$ cat config.mk
export PLATFORM = sky130hd
export DESIGN_NAME = fc_feed_sequencer
export DESIGN_NICKNAME = d
export VERILOG_FILES = /design/src/rtl/fc_pkg.sv /design/src/rtl/fc_done_watchdog.sv /design/src/rtl/fc_feed_sequencer.sv
export SDC_FILE = /design/constraint.sdc
export NUM_CORES = 1
export LEC_CHECK = 0
export CAP_MARGIN = 20
export CORE_MARGIN = 5
export CORE_UTILIZATION = 25
export CTS_CLUSTER_SIZE = 10
export DETAILED_ROUTE_END_ITERATION = 10
export GPL_ROUTABILITY_DRIVEN = 0
export SETUP_SLACK_MARGIN = 0.3
export SLEW_MARGIN = 30
export SYNTH_ARGS = -nofsm -noshare
export SYNTH_HDL_FRONTEND = slang
export SYNTH_SLANG_ARGS = --single-unit
$ cat constraint.sdc
create_clock -name clk -period 6.2 [get_ports clk]
set_clock_uncertainty 0.05 [all_clocks]
set_input_delay 0.62 -clock clk [delete_from_list [all_inputs] [get_ports clk]]
set_output_delay 0.62 -clock clk [all_outputs]
set_load 0.01 [all_outputs]
$ cat src/rtl/fc_pkg.sv
// Shared types and constants for the FC feed sequencer slice.
// Holds the control state encoding, default sizes and the fc_vec element slicing rule.
package fc_pkg;

    localparam int N_IN_DEF = 9;
    localparam int DW_DEF   = 8;
    localparam int OW_DEF   = 16;
    localparam int WD_W     = 16;

    typedef enum logic [2:0] {
        ST_FILL,
        ST_CLEAR,
        ST_FIRE,
        ST_WAIT,
        ST_HOLD
    } fc_state_e;

    // Element idx of the activation vector lives at bits [idx*dw +: dw].
    function automatic int elem_lsb(input int idx, input int dw);
        return idx * dw;
    endfunction

endpackage

$ cat src/rtl/fc_done_watchdog.sv
// Countdown watchdog bounding the wait for fc_done after the enable strobe.
// Ports: clk, rst_n, load_i (reload with TIMEOUT), dec_i (count down), expire_o (last allowed cycle).
module fc_done_watchdog
    import fc_pkg::*;
#(
    parameter int TIMEOUT = 64
) (
    input  logic clk,
    input  logic rst_n,
    input  logic load_i,
    input  logic dec_i,
    output logic expire_o
);

    logic [WD_W-1:0] cnt_q;

    always_ff @(posedge clk or negedge rst_n) begin
        if (!rst_n) begin
            cnt_q <= '0;
        end else if (load_i) begin
            cnt_q <= WD_W'(TIMEOUT);
        end else if (dec_i && (cnt_q != '0)) begin
            cnt_q <= cnt_q - WD_W'(1);
        end
    end

    // Counter holds TIMEOUT in the first wait cycle, so a value of 1
    // marks the TIMEOUT-th (final) cycle in which fc_done is still accepted.
    assign expire_o = dec_i && (cnt_q == WD_W'(1));

endmodule

$ cat src/rtl/fc_feed_sequencer.sv
// Collects N_IN serial activations, strobes the FC layer and forwards its result.
// Ports: s_* upstream stream, fc_* FC layer control/data, m_* downstream result, err_timeout sticky.
module fc_feed_sequencer
    import fc_pkg::*;
#(
    parameter int N_IN    = N_IN_DEF,
    parameter int DW      = DW_DEF,
    parameter int OW      = OW_DEF,
    parameter int TIMEOUT = 64
) (
    input  logic             clk,
    input  logic             rst_n,
    input  logic             s_valid,
    input  logic [DW-1:0]    s_data,
    output logic             s_ready,
    output logic [N_IN*DW-1:0] fc_vec,
    output logic             fc_clr,
    output logic             fc_enable,
    input  logic             fc_done,
    input  logic [OW-1:0]    fc_result,
    output logic             m_valid,
    output logic [OW-1:0]    m_data,
    input  logic             m_ready,
    output logic             err_timeout
);

    localparam int CNT_W = (N_IN > 1) ? $clog2(N_IN) : 1;

    fc_state_e          state_q;
    logic [CNT_W-1:0]   count_q;
    logic [N_IN*DW-1:0] vec_q;
    logic               s_ready_q;
    logic               clr_q;
    logic               en_q;
    logic               m_valid_q;
    logic [OW-1:0]      m_data_q;
    logic               err_q;
    logic               wd_expire;

    fc_done_watchdog #(
        .TIMEOUT (TIMEOUT)
    ) u_wd (
        .clk      (clk),
        .rst_n    (rst_n),
        .load_i   (state_q == ST_FIRE),
        .dec_i    (state_q == ST_WAIT),
        .expire_o (wd_expire)
    );

    always_ff @(posedge clk or negedge rst_n) begin
        if (!rst_n) begin
            state_q   <= ST_FILL;
            count_q   <= '0;
            vec_q     <= '0;
            s_ready_q <= 1'b0;
            clr_q     <= 1'b0;
            en_q      <= 1'b0;
            m_valid_q <= 1'b0;
            m_data_q  <= '0;
            err_q     <= 1'b0;
        end else begin
            clr_q <= 1'b0;
            en_q  <= 1'b0;
            unique case (state_q)
                ST_FILL: begin
                    s_ready_q <= 1'b1;
                    if (s_valid && s_ready_q) begin
                        vec_q[elem_lsb(int'(count_q), DW) +: DW] <= s_data;
                        if (count_q == CNT_W'(N_IN - 1)) begin
                            count_q   <= '0;
                            s_ready_q <= 1'b0;
                            clr_q     <= 1'b1;
                            state_q   <= ST_CLEAR;
                        end else begin
                            count_q <= count_q + CNT_W'(1);
                        end
                    end
                end
                ST_CLEAR: begin
                    en_q    <= 1'b1;
                    state_q <= ST_FIRE;
                end
                ST_FIRE: begin
                    state_q <= ST_WAIT;
                end
                ST_WAIT: begin
                    // A completion in the final watchdog cycle still counts.
                    if (fc_done) begin
                        m_data_q  <= fc_result;
                        m_valid_q <= 1'b1;
                        state_q   <= ST_HOLD;
                    end else if (wd_expire) begin
                        err_q     <= 1'b1;
                        count_q   <= '0;
                        s_ready_q <= 1'b1;
                        state_q   <= ST_FILL;
                    end
                end
                ST_HOLD: begin
                    if (m_ready) begin
                        m_valid_q <= 1'b0;
                        s_ready_q <= 1'b1;
                        state_q   <= ST_FILL;
                    end
                end
                default: begin
                    state_q <= ST_FILL;
                end
            endcase
        end
    end

    assign s_ready     = s_ready_q;
    assign fc_vec      = vec_q;
    assign fc_clr      = clr_q;
    assign fc_enable   = en_q;
    assign m_valid     = m_valid_q;
    assign m_data      = m_data_q;
    assign err_timeout = err_q;

endmodule

==> results.cfg, run 1 <==
[power_and_ir_drop]
cell_internal_pwr_mw = 2.07
power_density_mw_per_mm2 = 417
combPwrFrac_pct = 33.3
cellLeakagePower_nw = 3.44
switching_share_of_power_pct = 33.8
vdd_ir_drop_max_uv = 221
switching_power_mw = 1.06
pwr-share-clk_pct = 32.1
seq_power_share_pct = 34.6

[floorplan]
core_area_mm2 = 0.0216
initial_utilization_pct = 25.2
io-pin-count = 122
die_area_mm2 = 0.0248
dieHeight_um = 158
fp-row-count = 54
fp.dieW_um = 158

[cts]
cts.clk_slew.worst_paths_ns = 0.06
cts_post_setup_buffers_inserted = 0
cts.htree.levels = 4
cts_buffer_depth = 2
cts_root_buffer = sky130_fd_sc_hd__clkbuf_16
cts_tree = done
post_cts_hold_buffer_count = 0
worstSkewPairLatency_ns = 0.41
clock_sinks = 116
cts.repair.resized = 0
tritoncts.num_buffers = 17

[finish]
n_fill_cell = 2161
drive_gt1_share_pct = 18.4
n_antenna_cell = 0
final-instance-count-excl-fill = 882
fin_util_pct = 34.7
final_area_mm2 = 0.00750
design.final.nets = 625
multiInputGateArea_mm2 = 0.00230
syn_to_final_growth_pct = 37.7
final-seq-area_mm2 = 0.00290

[drt]
drc = 0
via_count = 3922
drtIter0Drc = 177
wl_mm = 14.2
routedWlPerCell_um = 16.1
route.detailed.vias_per_inst = 4.45
drtPass1Iterations = 4
number_of_nets_with_antenna_violations_after_routing = 0

[synth]
synth_edf_count = 0
syn-mean-instance-area_um2 = 11.6
yosysSeqAreaShare_pct = 53.3
yosysWarnings = 0
netlist_instances = 468
predominant_post_synthesis_flop_cell = sky130_fd_sc_hd__dfrtp_1
syn-num-nets = 504
post_synth_num_cell_types = 46
synth_async_sr_flop_share_pct = 100
ys_seq_elements = 116
synthesis.area_mm2 = 0.00545

[critical_path]
crit_path_max_fanout = 14
timing.reg2reg.setup_slack_ns = 3.12
critPathCaptureType = register
type_of_element_launching_the_critical_path = register
crit_required_ns = 6.44
arrival_ns = 3.32
r2r_cells = 6
critical_path_class = reg2reg

[timing]
endpoints_failing_hold = 0
post-route-min-period_ns = 3.08
worst_slew_margin_rel_pct = 44.8
hold-worst-slack_ns = 0.202
max_slew.worst_pin.slew_ns = 0.822
final-max-slew-violation-count = 0
fmax_mhz = 324
timing.final.crit_share_pct = 49.7
setup-violations-final = 0
rsz0062_at_grt = no
fin_setup_tns_ns = 0

[flow_run]
timing.max_cap.violations = 0

[run_status]
outcome = finished clean

[placement]
place_hpwl_mm = 10.4
dpl-instance-area_mm2 = 0.00690
place.port_buffers = 121
place_inst = 850

[global_route]
grt_antenna_before_repair = 0
overflow = 0
largest_net_degree_at_the_start_of_global_routing = 64
grtUsageTotal_pct = 11.8
grt_pass1_vias = 4118
first_pass_grt_wire_length_mm = 22.8

[hold_path]
hp_class = in2async
[cell families after synthesis]
| kind of cell | synth area share [%] |
|---|---|
| compound gates | 4.43 |
| xor+xnor | 0.459 |
| fa+ha+maj | 1.61 |
| buf+inv | 4.57 |
| flops | 53.3 |
| mux | 19.9 |
| simple gates | 15.8 |
[synth_stat cells, drive strengths merged (3+ instances only)]
master | instances | area, um2
a21oi | 8 | 40.0
a31o | 3 | 26.3
and2 | 4 | 25.0
and3 | 13 | 81.3
buf | 16 | 103
clkbuf | 4 | 15.0
dfrtp | 116 | 2900
ha | 7 | 87.6
inv | 34 | 128
mux2 | 67 | 754
mux2i | 33 | 330
nand2 | 43 | 161
nand2b | 7 | 43.8
nand3 | 8 | 40.0
nand3b | 3 | 22.5
nand4 | 9 | 75.1
nor2 | 25 | 93.8
nor3 | 15 | 75.1
nor4 | 8 | 95.1
o2111ai | 4 | 41.3
o211ai | 3 | 22.5
o21ai | 7 | 35.0
o31ai | 4 | 30.0
or3 | 4 | 25.0
or4 | 3 | 22.5
[power by group through the flow]
stage | sequential [mW] | clock, mW | combinational (mW)
finish | 1.08 | 1.00 | 1.04
global route | 1.11 | 1.07 | 1.15
CTS | 1.08 | 1.03 | 1.06
detailed placement | 1.09 | 0 | 1.05
global placement | 1.09 | 0 | 1.04
floorplan | 1.09 | 0 | 0.604
[path summary, 6_finish.rpt]
kind / from / to
max: count_q[0] / fc_vec[36]
min in group clk: err_timeout / err_timeout
max in group asynchronous: rst_n / fc_vec[68]
min reg2reg: err_timeout / err_timeout
max reg2reg: count_q[0] / fc_vec[36]
min: rst_n / fc_vec[10]
[layer usage]
metal | share of wire (%) | routed length (um) | track usage (%) | vias to the layer above
met3 | 7.0 | 990 | 4.26 | 10
met1 | 47 | 6620 | 15.9 | 1911
met2 | 46 | 6500 | 18.3 | 109
li1 | - | - | - | 1892
met5 | 0 | 0 | 0 | -
met4 | 0.67 | 95 | 2.50 | 0
[metrics by stage]
| step | power [mW] | worst slack [ns] |
|---|---|---|
| 6_report | 3.13 | 3.12 |
| 5_1_grt | 3.33 | 2.83 |
| 4_1_cts | 3.17 | 3.11 |
| 3_5_place_dp | 2.15 | 3.12 |
| 3_3_place_gp | 2.13 | 3.27 |
| 2_1_floorplan | 1.70 | 3.71 |
[placed cells by master (no fill, tap or decap), types with 5 or more instances in the layout]
cell,instances
sky130_fd_sc_hd__nand2b_1,7
sky130_fd_sc_hd__inv_1,34
sky130_fd_sc_hd__mux2_2,66
sky130_fd_sc_hd__nand3_1,8
sky130_fd_sc_hd__nor3_1,15
sky130_fd_sc_hd__nor4_1,5
sky130_fd_sc_hd__mux2i_1,33
sky130_fd_sc_hd__nor2_1,25
sky130_fd_sc_hd__ha_1,7
sky130_fd_sc_hd__nand4_1,6
sky130_fd_sc_hd__nand2_1,43
sky130_fd_sc_hd__clkdlybuf4s50_1,120
sky130_fd_sc_hd__clkbuf_16,17
sky130_fd_sc_hd__and3_1,13
sky130_fd_sc_hd__o21ai_0,7
sky130_fd_sc_hd__a21oi_1,8
sky130_fd_sc_hd__dfrtp_1,116
[sequential cells by signal, indices dropped and copies added (netlist names)]
signal	count
count_q	4
err_timeout	1
fc_clr	1
m_valid	1
m_data	16
s_ready	1
fc_vec	72
u_wd.cnt_q	16
state_q	3
fc_enable	1
[layout make-up]
class,count,area share [%]
inverter,35,1.75
clock inverter,11,2.04
tap,280,4.67
clock buffer,21,6.01
sequential,116,38.7
multi-input combinational,297,30.6
timing repair buffer,122,16.2
[worst max-delay path: stages (launching register included)]
cell	delay (ns)
sky130_fd_sc_hd__dfrtp_1	0.60
sky130_fd_sc_hd__clkinv_1	0.33
sky130_fd_sc_hd__ha_1	0.41
sky130_fd_sc_hd__xor2_2	0.24
sky130_fd_sc_hd__nor2_1	0.42
sky130_fd_sc_hd__and4b_1	0.52
sky130_fd_sc_hd__mux2_2	0.39
(Power assumes the default switching activity.)
==> inputs of run 2 (changes only) <==
clock period = 3.05 ns   (was 6.2 ns; I/O delays follow)
==> results.cfg, run 2 (synthesized netlist as in run 1, its figures left out) <==
[run_status]
outcome = finished clean

[flow_run]
timing.max_cap.violations = 0

[floorplan]
core_area_mm2 = 0.0216
dieHeight_um = 158
initial_utilization_pct = 25.2
die_area_mm2 = 0.0248
fp-row-count = 54
fp.dieW_um = 158
io-pin-count = 122

[critical_path]
r2r_cells = 6
type_of_element_launching_the_critical_path = register
timing.reg2reg.setup_slack_ns = 0.47
crit_required_ns = 3.29
crit_path_max_fanout = 9
critical_path_class = reg2reg
worstSetupEndpoint = fc_vec[61]
startpoint = count_q[1]
worst_r2r_startpoint = count_q[1]
worstReg2RegEnd = fc_vec[61]
cp_slowest_stage_delay_ns = 0.50
crit_path_cell_trace = inv_1 > ha_1 > nand3b_1 > a21oi_1 > and3_1 > mux2_2
slowest_stage = sky130_fd_sc_hd__and3_1
cp.buffers_inverters = 1
path_depth = 6
critPathCaptureType = register
arrival_ns = 2.83
cpLargestDelayFamily = simple AND/OR/NAND/NOR gates

[power_and_ir_drop]
switching_power_mw = 2.18
pwr-share-clk_pct = 30.9
vdd_ir_drop_max_uv = 405
cellLeakagePower_nw = 3.49
power_density_mw_per_mm2 = 839
combPwrFrac_pct = 34.9
cell_internal_pwr_mw = 4.17
switching_share_of_power_pct = 34.3
seq_power_share_pct = 34.2
power.total_mw = 6.35

[global_route]
first_pass_grt_wire_length_mm = 22.7
grt_antenna_before_repair = 0
largest_net_degree_at_the_start_of_global_routing = 54
grtUsageTotal_pct = 11.7
overflow = 0
grt_pass1_vias = 4062

[drt]
routedWlPerCell_um = 15.9
wl_mm = 14.2
via_count = 3989
drtPass1Iterations = 4
drc = 0
number_of_nets_with_antenna_violations_after_routing = 0
route.detailed.vias_per_inst = 4.47
drtIter0Drc = 139

[placement]
place_hpwl_mm = 10.5
dpl-instance-area_mm2 = 0.00698
place.port_buffers = 121
place_inst = 859

[finish]
design.final.nets = 635
largest_reg_flops = 72
mostFrequentLayoutCells = sky130_fd_sc_hd__clkdlybuf4s50_1 (120), sky130_fd_sc_hd__dfrtp_1 (116), sky130_fd_sc_hd__mux2_2 (66)
drive_gt1_share_pct = 20.6
syn_to_final_growth_pct = 39.0
n_antenna_cell = 0
final-instance-count-excl-fill = 892
final_area_mm2 = 0.00757
most_common_library_cell_in_the_layout_ignoring_fill_and_taps = sky130_fd_sc_hd__clkdlybuf4s50_1
n_fill_cell = 2207

[cts]
cts_post_setup_buffers_inserted = 0
cts_root_buffer = sky130_fd_sc_hd__clkbuf_16
cts_tree = done
clock_sinks = 116
cts.htree.levels = 4
cts.clk_slew.worst_paths_ns = 0.06
worstSkewPairLatency_ns = 0.41
tritoncts.num_buffers = 17
cts_buffer_depth = 2

[timing]
endpoints_failing_hold = 0
final-max-slew-violation-count = 0
timing.final.crit_share_pct = 84.7
max_slew.worst_pin.slew_ns = 0.832
fin_setup_tns_ns = 0
post-route-min-period_ns = 2.58
worst_slew_margin_rel_pct = 44.1
rsz0062_at_grt = no
setup-violations-final = 0
fmax_mhz = 387

[hold_path]
hp_class = reg2reg
min_delay_path_depth = 1
run 2: cell count changes in the layout (fill, tap and decap cells not counted):
| cell | before | now |
|---|---|---|
| sky130_fd_sc_hd__buf_4 | 2 | 10 |
| sky130_fd_sc_hd__clkbuf_1 | 3 | 0 |
| sky130_fd_sc_hd__clkinv_2 | 1 | 4 |
| sky130_fd_sc_hd__and4b_1 | 2 | 0 |
| sky130_fd_sc_hd__and4b_2 | 0 | 2 |
| sky130_fd_sc_hd__clkinv_4 | 3 | 5 |
| sky130_fd_sc_hd__buf_12 | 0 | 1 |
| sky130_fd_sc_hd__bufinv_16 | 3 | 2 |
| sky130_fd_sc_hd__clkbuf_8 | 1 | 0 |
| sky130_fd_sc_hd__clkinvlp_4 | 3 | 2 |
| sky130_fd_sc_hd__dlygate4sd3_1 | 0 | 1 |
| sky130_fd_sc_hd__inv_6 | 1 | 2 |
| sky130_fd_sc_hd__nor2_1 | 25 | 24 |
| sky130_fd_sc_hd__nor2_2 | 0 | 1 |
run 2: how the worst min path moves through the flow:
stage / from / end / slack [ns]
after floorplan: rst_n / count_q[0] / -0.04
after global placement: rst_n / fc_vec[56] / 0.36
after detailed placement: rst_n / fc_vec[58] / 0.36
after CTS: err_timeout / err_timeout / 0.43
after global routing: fc_result[0] / m_data[0] / 0.43
final: err_timeout / err_timeout / 0.42
run 2: worst register-to-register path, cell delays in order (launching register included):
cell and delay (ns):
sky130_fd_sc_hd__dfrtp_1 0.47, sky130_fd_sc_hd__inv_1 0.11, sky130_fd_sc_hd__ha_1 0.35, sky130_fd_sc_hd__nand3b_1 0.25
sky130_fd_sc_hd__a21oi_1 0.35, sky130_fd_sc_hd__and3_1 0.50, sky130_fd_sc_hd__mux2_2 0.39
run 2: power by group through the flow:
| stage | registers [mW] | clock network (mW) | logic, mW |
|---|---|---|---|
| 4_1_cts | 2.18 | 2.02 | 2.25 |
| 5_1_grt | 2.23 | 2.09 | 2.46 |
| 2_1_floorplan | 2.22 | 0 | 1.23 |
| 6_report | 2.18 | 1.96 | 2.22 |
| 3_3_place_gp | 2.20 | 0 | 2.22 |
| 3_5_place_dp | 2.21 | 0 | 2.24 |
run 2: area by class of cell:
cell class,count,area (um2),share of cell area (%)
clock inverters,15,156,2.06
multi-input cells,297,2300,30.4
flip-flops and latches,116,2900,38.3
repair buffers,132,1310,17.2
clock buffers,17,425,5.62
well taps,280,350,4.63
inverters,35,131,1.73
run 2: through the flow:
stage | utilization [%] | worst slack [ns] | hold slack (ns)
after floorplan | - | 0.557 | -0.0406
after global placement | 32.3 | 0.504 | 0.357
after CTS | 35.0 | 0.367 | 0.427
final | 35.0 | 0.466 | 0.423
after detailed placement | 32.3 | 0.368 | 0.359
after global routing | 35.0 | 0.306 | 0.431
run 2: per-layer routing:
layer	global-route usage, %	wire length [um]	up-vias
met5	0	0	-
met3	4.46	1060	6
met1	15.5	6390	1957
met2	18.6	6700	110
li1	-	-	1916
met4	2.21	67	0
run 2: what timing repair did:
| item | CTS | global route |
|---|---|---|
| endpoints found under the hold margin | 51 | 0 |
| setup endpoints to repair | 0 | 19 |
| resized for setup | 0 | 3 |
| hold buffers | 1 | 0 |
